### config.mk
export PLATFORM = sky130hd
export DESIGN_NAME = gpr_mp_sb
export DESIGN_NICKNAME = d
export VERILOG_FILES = /design/src/rtl/gpr_pkg.sv /design/src/rtl/gpr_scoreboard.sv /design/src/rtl/gpr_mp_sb.sv
export SDC_FILE = /design/constraint.sdc
export NUM_CORES = 2
export LEC_CHECK = 0
export BUFFER_PORTS_ARGS = -buffer_cell sky130_fd_sc_hd__clkbuf_2
export CORE_MARGIN = 2
export CORE_UTILIZATION = 55
export DETAILED_ROUTE_END_ITERATION = 10
export GPL_TIMING_DRIVEN = 0
export PLACE_DENSITY = 0.75
export SLEW_MARGIN = 20
export SYNTH_ARGS = -nofsm -noshare
export SYNTH_HDL_FRONTEND = slang
export SYNTH_HIERARCHICAL = 1
export SYNTH_SLANG_ARGS = --single-unit
### constraint.sdc
create_clock -name clk -period 11.6 [get_ports clk]
set_input_delay 1.16 -clock clk [delete_from_list [all_inputs] [get_ports clk]]
set_output_delay 1.16 -clock clk [all_outputs]
set_load 0.05 [all_outputs]
### src/rtl/gpr_pkg.sv
// gpr_pkg: shared defaults, register index/data types and popcount for the GPR file.
package gpr_pkg;
   localparam int DEF_DATA_WIDTH = 32;
   localparam int DEF_ADDR_WIDTH = 5;
   localparam int POP_MAX = 256;
   typedef logic [DEF_ADDR_WIDTH-1:0] reg_idx_t;
   typedef logic [DEF_DATA_WIDTH-1:0] reg_data_t;
   function automatic int unsigned popcount(input logic [POP_MAX-1:0] v);
      popcount = 0;
      for (int k = 0; k < POP_MAX; k++) popcount += 32'(v[k]);
   endfunction
endpackage

### src/rtl/gpr_scoreboard.sv
// gpr_scoreboard: per-register busy bits, issue ready, operand busy flags and busy count.
module gpr_scoreboard
   import gpr_pkg::*;
#(
   parameter int ADDR_WIDTH = DEF_ADDR_WIDTH,
   parameter int NUM_RP = 2,
   parameter int NUM_WP = 1,
   parameter int ZERO_REG = 1
)(
   input  logic                             clk,
   input  logic                             rstn_h,
   input  logic [NUM_RP-1:0][ADDR_WIDTH-1:0] rsn,
   input  logic                             iss_vld,
   input  logic [ADDR_WIDTH-1:0]            iss_rdn,
   input  logic [NUM_WP-1:0]                wbe,
   input  logic [NUM_WP-1:0][ADDR_WIDTH-1:0] rdn,
   output logic [NUM_RP-1:0]                rs_busy,
   output logic                             iss_rdy,
   output logic [ADDR_WIDTH:0]              busy_cnt
);
   localparam int DEPTH = 2**ADDR_WIDTH;
   logic [DEPTH-1:0] busy, clr, set, busy_nxt;
   always_comb begin
      clr = '0;
      for (int j = 0; j < NUM_WP; j++) if (wbe[j]) clr[rdn[j]] = 1'b1;
   end
   // a write-back landing this cycle hides the busy bit: the bypass supplies the value
   assign iss_rdy = rstn_h & ~(busy[iss_rdn] & ~clr[iss_rdn]);
   always_comb begin
      set = '0;
      if (iss_vld && iss_rdy && (ZERO_REG == 0 || iss_rdn != '0)) set[iss_rdn] = 1'b1;
      busy_nxt = (busy & ~clr) | set;
   end
   always_comb begin
      for (int i = 0; i < NUM_RP; i++) rs_busy[i] = rstn_h & busy[rsn[i]] & ~clr[rsn[i]];
   end
   always_ff @(posedge clk or negedge rstn_h) begin
      if (!rstn_h) begin
         busy     <= '0;
         busy_cnt <= '0;
      end else begin
         busy     <= busy_nxt;
         busy_cnt <= (ADDR_WIDTH+1)'(popcount(POP_MAX'(busy_nxt)));
      end
   end
endmodule

### src/rtl/gpr_mp_sb.sv
// gpr_mp_sb: multi-port register file with write-back bypass and an issue scoreboard.
module gpr_mp_sb
   import gpr_pkg::*;
#(
   parameter int DATA_WIDTH = DEF_DATA_WIDTH,
   parameter int ADDR_WIDTH = DEF_ADDR_WIDTH,
   parameter int NUM_RP = 2,
   parameter int NUM_WP = 1,
   parameter int ZERO_REG = 1
)(
   input  logic                             clk,
   input  logic                             rstn_h,
   input  logic [NUM_RP-1:0][ADDR_WIDTH-1:0] rsn,
   output logic [NUM_RP-1:0][DATA_WIDTH-1:0] rsd,
   output logic [NUM_RP-1:0]                rs_busy,
   input  logic                             iss_vld,
   input  logic [ADDR_WIDTH-1:0]            iss_rdn,
   output logic                             iss_rdy,
   input  logic [NUM_WP-1:0]                wbe,
   input  logic [NUM_WP-1:0][ADDR_WIDTH-1:0] rdn,
   input  logic [NUM_WP-1:0][DATA_WIDTH-1:0] rdd,
   output logic [ADDR_WIDTH:0]              busy_cnt
);
   localparam int DEPTH = 2**ADDR_WIDTH;
   logic [DATA_WIDTH-1:0] regs [DEPTH];
   logic [NUM_WP-1:0] wv;
   always_comb begin
      for (int j = 0; j < NUM_WP; j++) wv[j] = wbe[j] & (ZERO_REG == 0 || rdn[j] != '0);
   end
   // later ports overwrite earlier ones, so the highest index wins
   always_ff @(posedge clk or negedge rstn_h) begin
      if (!rstn_h) begin
         for (int k = 0; k < DEPTH; k++) regs[k] <= '0;
      end else begin
         for (int j = 0; j < NUM_WP; j++) if (wv[j]) regs[rdn[j]] <= rdd[j];
      end
   end
   always_comb begin
      for (int i = 0; i < NUM_RP; i++) begin
         rsd[i] = regs[rsn[i]];
         for (int j = 0; j < NUM_WP; j++) if (wv[j] && rdn[j] == rsn[i]) rsd[i] = rdd[j];
         if (!rstn_h || (ZERO_REG != 0 && rsn[i] == '0)) rsd[i] = '0;
      end
   end
   gpr_scoreboard #(
      .ADDR_WIDTH(ADDR_WIDTH),
      .NUM_RP(NUM_RP),
      .NUM_WP(NUM_WP),
      .ZERO_REG(ZERO_REG)
   ) u_sb (
      .clk(clk),
      .rstn_h(rstn_h),
      .rsn(rsn),
      .iss_vld(iss_vld),
      .iss_rdn(iss_rdn),
      .wbe(wv),
      .rdn(rdn),
      .rs_busy(rs_busy),
      .iss_rdy(iss_rdy),
      .busy_cnt(busy_cnt)
   );
endmodule

# Yosys cells after proc, flatten, opt, wreduce, memory -nomap -nowiden
# Index checks and enable logic that the tools add are counted.
[word_totals]
ff_bits = 1062
output_inout_bits = 73
word_cells = 139
[classes]
add_sub_neg = 31
n_lt_le_gt_ge = 10
eq_ne = 2
muxes = 31
n_bitwise = 17
n_reduce_logical = 14
[ops]
columns = ["cell", "n"]
rows = [
  ["bitwise mux 1024 bit", 1],
  ["2-to-1 mux 32 bit", 11],
  ["binary-select mux 32 bit (select 5 bit)", 2],
  ["adder 6 x 1 -> 6 bit", 30],
  ["demux 32 bit (select 5 bit)", 1],
  ["AND 32 bit", 1],
  ["inverter 32 bit", 1],
  ["bitwise OR 32 bit", 1],
  ["binary-select mux 1 bit (select 5 bit)", 6],
  ["less-than comparator 5 x 6 -> 1 bit, second input constant", 4],
  ["greater-or-equal comparator 6 bit, second input constant", 3],
  ["inverter 5 -> 6 bit", 3],
  ["demux 1 bit (select 5 bit)", 2],
  ["== test 5 bit", 2],
  ["greater-or-equal comparator 5 x 1 -> 1 bit, second input constant", 2],
  ["zero test 5 bit", 2],
  ["nonzero test 5 bit", 2],
  ["2-to-1 mux 1 bit", 8],
  ["AND 1 bit", 7],
  ["logical AND 1 bit", 7],
  ["less-than comparator 6 x 1 -> 1 bit, second input constant", 1],
  ["inverter 1 bit", 4],
  ["adder 1 x 1 -> 2 bit", 1],
  ["logical OR 1 bit", 2],
  ["zero test 1 bit", 1],
]

# Longest topological paths before layout
[logic_depth]
ltp_word = 46
depth_mapped = 26

# Cells and area by module
# Netlist, hierarchy kept.
[by_module_without_submodules]
columns = ["module", "n_inst", "cells_each", "area_per_inst_um2", "seq_area_each_um2"]
rows = [
  ["gpr_mp_sb", 1, 3863, 55269.3, 25624.6],
  ["gpr_scoreboard", 1, 384, 3671.0, 950.9],
]

# Worst setup path before layout
# OpenSTA, ideal clock, no wires.
[synth_path]
path_kind = "input port to flip-flop"
startpoint = "in rdn[2] in the netlist's numbering"
endpoint = "reg u_sb.busy_cnt[4]"
setup_ns = 0.080
arrival_ns = 6.921
required_time_ns = 11.520
setup_slack_ns = 4.599
path_stages = 24
n_path_buf = 2
cell_sequence = "buf_2 > nor3_2 > a21bo_2 > inv_1 > buf_2 > nor4bb_1 > nand2_1 > nand2_1 > o21ai_1 > fa_1 > inv_1 > fa_1 > fa_1 > inv_1 > fa_1 > fa_1 > inv_1 > fa_1 > inv_1 > ha_1 > fa_1 > a21o_1 > a21oi_1 > xnor2_1"
[synth_via]
elab_cells_between_ends = 51
cone_classes = "add/sub (31); order compare (2); mux (6); bitwise (8); reduce/logical (4)"
[synth_rtl]
columns = ["element", "line_no", "source"]
rows = [
  ["start: declaration", "gpr_mp_sb.sv:20", "input logic [NUM_WP-1:0][ADDR_WIDTH-1:0] rdn,"],
  ["nonzero test 5 bit *", "gpr_mp_sb.sv:28", "for (int j = 0; j < NUM_WP; j++) wv[j] = wbe[j] & (ZERO_REG == 0 || rdn[j] != '0);"],
  ["AND 1 bit *", "gpr_mp_sb.sv:28", ""],
  ["via wv", "gpr_mp_sb.sv:26", "logic [NUM_WP-1:0] wv;"],
  ["2-to-1 mux 32 bit *", "gpr_scoreboard.sv:25", "for (int j = 0; j < NUM_WP; j++) if (wbe[j]) clr[rdn[j]] = 1'b1;"],
  ["binary-select mux 1 bit (select 5 bit)", "gpr_scoreboard.sv:28", "assign iss_rdy = rstn_h & ~(busy[iss_rdn] & ~clr[iss_rdn]);"],
  ["2-to-1 mux 1 bit (not written as such)", "gpr_scoreboard.sv:28", ""],
  ["inverter 1 bit", "gpr_scoreboard.sv:28", ""],
  ["AND 1 bit", "gpr_scoreboard.sv:28", ""],
  ["inverter 1 bit", "gpr_scoreboard.sv:28", ""],
  ["AND 1 bit", "gpr_scoreboard.sv:28", ""],
  ["logical AND 1 bit (2 in a row)", "gpr_scoreboard.sv:31", "if (iss_vld && iss_rdy && (ZERO_REG == 0 || iss_rdn != '0)) set[iss_rdn] = 1'b1;"],
  ["2-to-1 mux 32 bit", "gpr_scoreboard.sv:31", ""],
  ["bitwise OR 32 bit *", "gpr_scoreboard.sv:32", "busy_nxt = (busy & ~clr) | set;"],
  ["via u_sb.busy_nxt[17]", "gpr_scoreboard.sv:22", "logic [DEPTH-1:0] busy, clr, set, busy_nxt;"],
  ["adder 6 x 1 -> 6 bit * (15 in a row)", "gpr_pkg.sv:10", "for (int k = 0; k < POP_MAX; k++) popcount += 32'(v[k]);"],
  ["end signal: assignment", "gpr_scoreboard.sv:43", "busy_cnt <= (ADDR_WIDTH+1)'(popcount(POP_MAX'(busy_nxt)));"],
  ["end: declaration", "gpr_scoreboard.sv:19", "output logic [ADDR_WIDTH:0] busy_cnt"],
]
# Mark *: on every way through the listed nets, which the timed path passes. The rest lies on a longest branch. The select of a mux whose other input is x is not followed.
# A chain may end at the register's enable or synchronous reset.

# Worst setup path in the final report
[layout_path]
startpoint = "in rstn_h"
endpoint = "reg u_sb.busy_cnt[4]"
[layout_via]
elab_cells_between_ends = 36
cone_classes = "add/sub (31); mux (1); bitwise (2); reduce/logical (2)"
[layout_rtl]
columns = ["element", "line_no", "source"]
rows = [
  ["start: declaration", "gpr_mp_sb.sv:12", "input logic rstn_h,"],
  ["AND 1 bit", "gpr_scoreboard.sv:28", ""],
  ["logical AND 1 bit (2 in a row)", "gpr_scoreboard.sv:31", ""],
  ["2-to-1 mux 32 bit", "gpr_scoreboard.sv:31", ""],
  ["bitwise OR 32 bit", "gpr_scoreboard.sv:32", ""],
  ["via u_sb.busy_nxt[19]", "gpr_scoreboard.sv:22", ""],
  ["adder 6 x 1 -> 6 bit (13 in a row)", "gpr_pkg.sv:10", ""],
]
# The timed path passes the listed nets, and every way through them passes these cells.

==> results by group <==
Global route
  – Initial antenna violation count: 12
  – Vias in the first global route: around 44,000
  – Overflow after GRT: 0
  – First-pass GRT wire length: around 310,000 um
  – Largest net degree at the start of global routing: 96
  – GRT Util Overall: approximately two fifths

Pwr
  – Max IR drop VDD: 0.000570 V
  – Static Leakage: roughly 29 nW
  – Power Density: around 180 nW/um^2

Timing
  – Worst Max-Slew Pin Slew: 1.26 ns
  – FMAX: 0.125 GHz
  – Fin crit period: roughly 8.0 ns
  – Slew Limit Fails: 0
  – Fin Setup TNS: 0 ns
  – Slew headroom: between 15 and 20%
  – Crit share post-route: about 69%
  – Final Hold Fails: 0
  – Clock Skew: 0.00598 ns
  – RSZ-0062 raised after global routing: false
  – Final setup fails: 0

Drt
  – Drt drc: 0
  – WL final: ~210,000 um
  – Post-route ant nets: 0
  – Drt via density: between 7 and 8
  – Vias: approximately 43,000
  – WL/cell: 35.8 um
  – Drt first-iter violations: around 5,600
  – 1st-pass router iterations: 6

Logic synthesis
  – Post-Synthesis Cell Area: approximately 59,000 sq um
  – Top cells by area, synth: dfrtp_1 45%, mux2_2 19%, mux4_2 14%, mux2i_1 6.3%, a221oi_1 2.4%
  – Synth cell types: 77
  – Prevailing post-synth register cell: dfrtp_1
  – Async SR Flop Fraction: 100%
  – Syn avg cell area: around 14 sq um
  – Post-synth EDFFs: 0
  – Register area share after synthesis: between 40 and 50%
  – Syn_nets: around 4,300
  – Synth area leader: dfrtp_1
  – #FFs+latches synth: about 1,100
  – Cells after Synth: ~4,200
  – Area share of the largest cell type after synthesis: ~45%
  – Synth Warn #: 6

Clock network
  – H-tree depth: 3
  – Clk sinks: about 1,100
  – Maximum clock path buffer count: 3
  – Cts bufs inserted: approximately 110
  – Setup Fix Bufs, Post-CTS: 0
  – Clock transition at the registers of the reported paths: around 0.06 ns
  – Root Buffer: clkbuf_16
  – Post-CTS sizing: 0
  – Clock latency on the worst-skew pair: approximately 0.71 ns
  – # hold bufs at CTS: 0
  – CTS tree: built

Worst setup path
  – Delay-heaviest family, CP: adder cells
  – CP endpoint kind: flip-flop
  – Crit path from: rstn_h
  – Max FO, Critical Path: 84
  – Reg-to-Reg Start: u_sb/busy[3]$_DFF_PN0_
  – Crit Path Class: in -> reg
  – CP max stage delay: 0.51 ns
  – Crit path launch type: input pin
  – Worst EP required: ~12 ns
  – Critical path's slowest cell: fa_1
  – Critical Path Most Common Cell: fa_1
  – Critical Path AT: between 8 and 9 ns
  – Crit path buffers/inverters: 11

Die
  – Ports: around 130
  – Die Area: 110,000 sq um
  – Row count: 120
  – Die Span Y: about 330 um
  – CORE AREA: between 100,000 and 150,000 sq um
  – Starting Density: a little under three fifths
  – Die width: 331 um

Cells and area
  – Layout fillers: a little over 8,000
  – Area occupied by multi-input gates: between 30,000 and 40,000 sq um
  – Cell Count, Final, Fillers Out: about 6,000
  – Area growth syn-to-layout: 11.2%
  – Ratio of cells with drive above 1 in the final layout: between 40% and 50%
  – Sequential Area: 26,600 sq um
  – Nets@finish: 4,584

Placed design
  – Final GP Congestion: 1.06
  – Dpl hpwl: roughly 160,000 um
  – Port bufs: 120
  – Cells after DPL: 5,783

Status
  – Outcome: finished, final reports clean

Worst hold path
  – Worst hold path class: in -> async

Job
  – Max-cap viol count: 0
## cells in the final DEF, fill, tap and decap left out, types with 39 or more instances in the layout
cell,n
mux2_2,999
mux2i_1,373
buf_1,61
nand2_1,71
o21ai_0,69
clkbuf_2,131
clkbuf_1,264
dfrtp_1,1062
clkbuf_16,115
o21bai_1,65
a221oi_1,161
a22oi_1,96
mux4_2,360
buf_2,112
nor2b_1,39
a21oi_1,69
a211oi_1,62
buf_4,42
## area by class of cell
cell class | count | area share (%)
Antenna cell | 11 | 0.0420
Timing Repair Buffer | 134 | 1.49
Sequential cell | 1062 | 40.6
Multi-Input combinational cell | 2670 | 45.8
Inverter | 39 | 0.223
Buffer | 476 | 3.38
Clock buffer | 172 | 5.12
Tap cell | 1403 | 2.68
Clock inverter | 34 | 0.667
## final timing paths
| check | to | slack [ns] | cells past startpoint |
|---|---|---|---|
| min in group clk | regs[998]$_DFFE_PN0P_ | 0.48 | 1 |
| max | u_sb/busy_cnt[4]$_DFF_PN0_ | 3.62 | 25 |
| max reg2reg | u_sb/busy_cnt[4]$_DFF_PN0_ | 5.12 | 23 |
| min reg2reg | regs[998]$_DFFE_PN0P_ | 0.48 | 1 |
| min | regs[208]$_DFFE_PN0P_ | 0.42 | 1 |
| max in group asynchronous | u_sb/busy_cnt[1]$_DFF_PN0_ | 9.17 | 5 |
## state kept, by name (all words and copies together), names as in the netlist
register	count
regs	1024
u_sb/busy	32
u_sb/busy_cnt	6
## Yosys cell counts (7+ instances only)
cell and number:
a211oi_1 65, buf_4 41, o21ai_0 69, a221o_1 32
ha_1 7, nor2_1 26, mux4_2 360, dfrtp_1 1062
buf_2 110, nand2_1 71, nor2b_1 39, o21ai_1 22
nand3b_1 7, a211o_1 33, o21a_1 22, xor2_1 11
buf_6 14, clkbuf_1 243, a22oi_1 96, xnor2_1 12
o22ai_1 9, o21bai_1 65, fa_1 24, mux2i_1 373
inv_1 36, mux2_2 999, a21oi_1 69, buf_1 63
a221oi_1 161
## routing by layer
layer	up-vias	wire length [um]	GRT usage, %	share of wire [%]
met5	-	51	0	0.024
met4	8	15200	23.0	7.1
met3	784	26500	13.7	12
met2	2972	94300	57.6	44
met1	22663	78600	49.3	37
li1	16924	-	-	-
## metrics by stage
step	setup WS, ns	hold WS, ns	area [sq um]	util (%)	power [mW]
2_1_floorplan	4.60	0.441	58900	-	7.14
3_3_place_gp	-20.80	0.452	61300	57.4	7.97
3_5_place_dp	2.85	0.468	61700	57.8	8.11
4_1_cts	3.55	0.440	65500	61.3	11.8
5_1_grt	3.17	0.467	65500	61.4	12.3
6_report	3.62	0.422	65500	61.4	11.9
## logic make-up after synthesis
| logic type | after synthesis | share of synthesized area [%] |
|---|---|---|
| flip-flops | 1062 | 45.1 |
| adder cells (fa/ha/maj) | 31 | 0.964 |
| XOR/XNOR | 23 | 0.342 |
| buffers and inverters | 515 | 3.98 |
| multiplexers | 1732 | 39.2 |
| AO/OA/AOI/OAI | 675 | 8.51 |
| AND/OR/NAND/NOR | 209 | 1.94 |
## power breakdown
part / leakage (nW) / total (mW) / switching, mW / internal (mW)
Combinational: 13.5 / 3.16 / 1.60 / 1.56
Clock: 1.86 / 3.73 / 1.59 / 2.15
Sequential: 13.6 / 4.98 / 0.547 / 4.43
(Power assumes the default switching activity.)
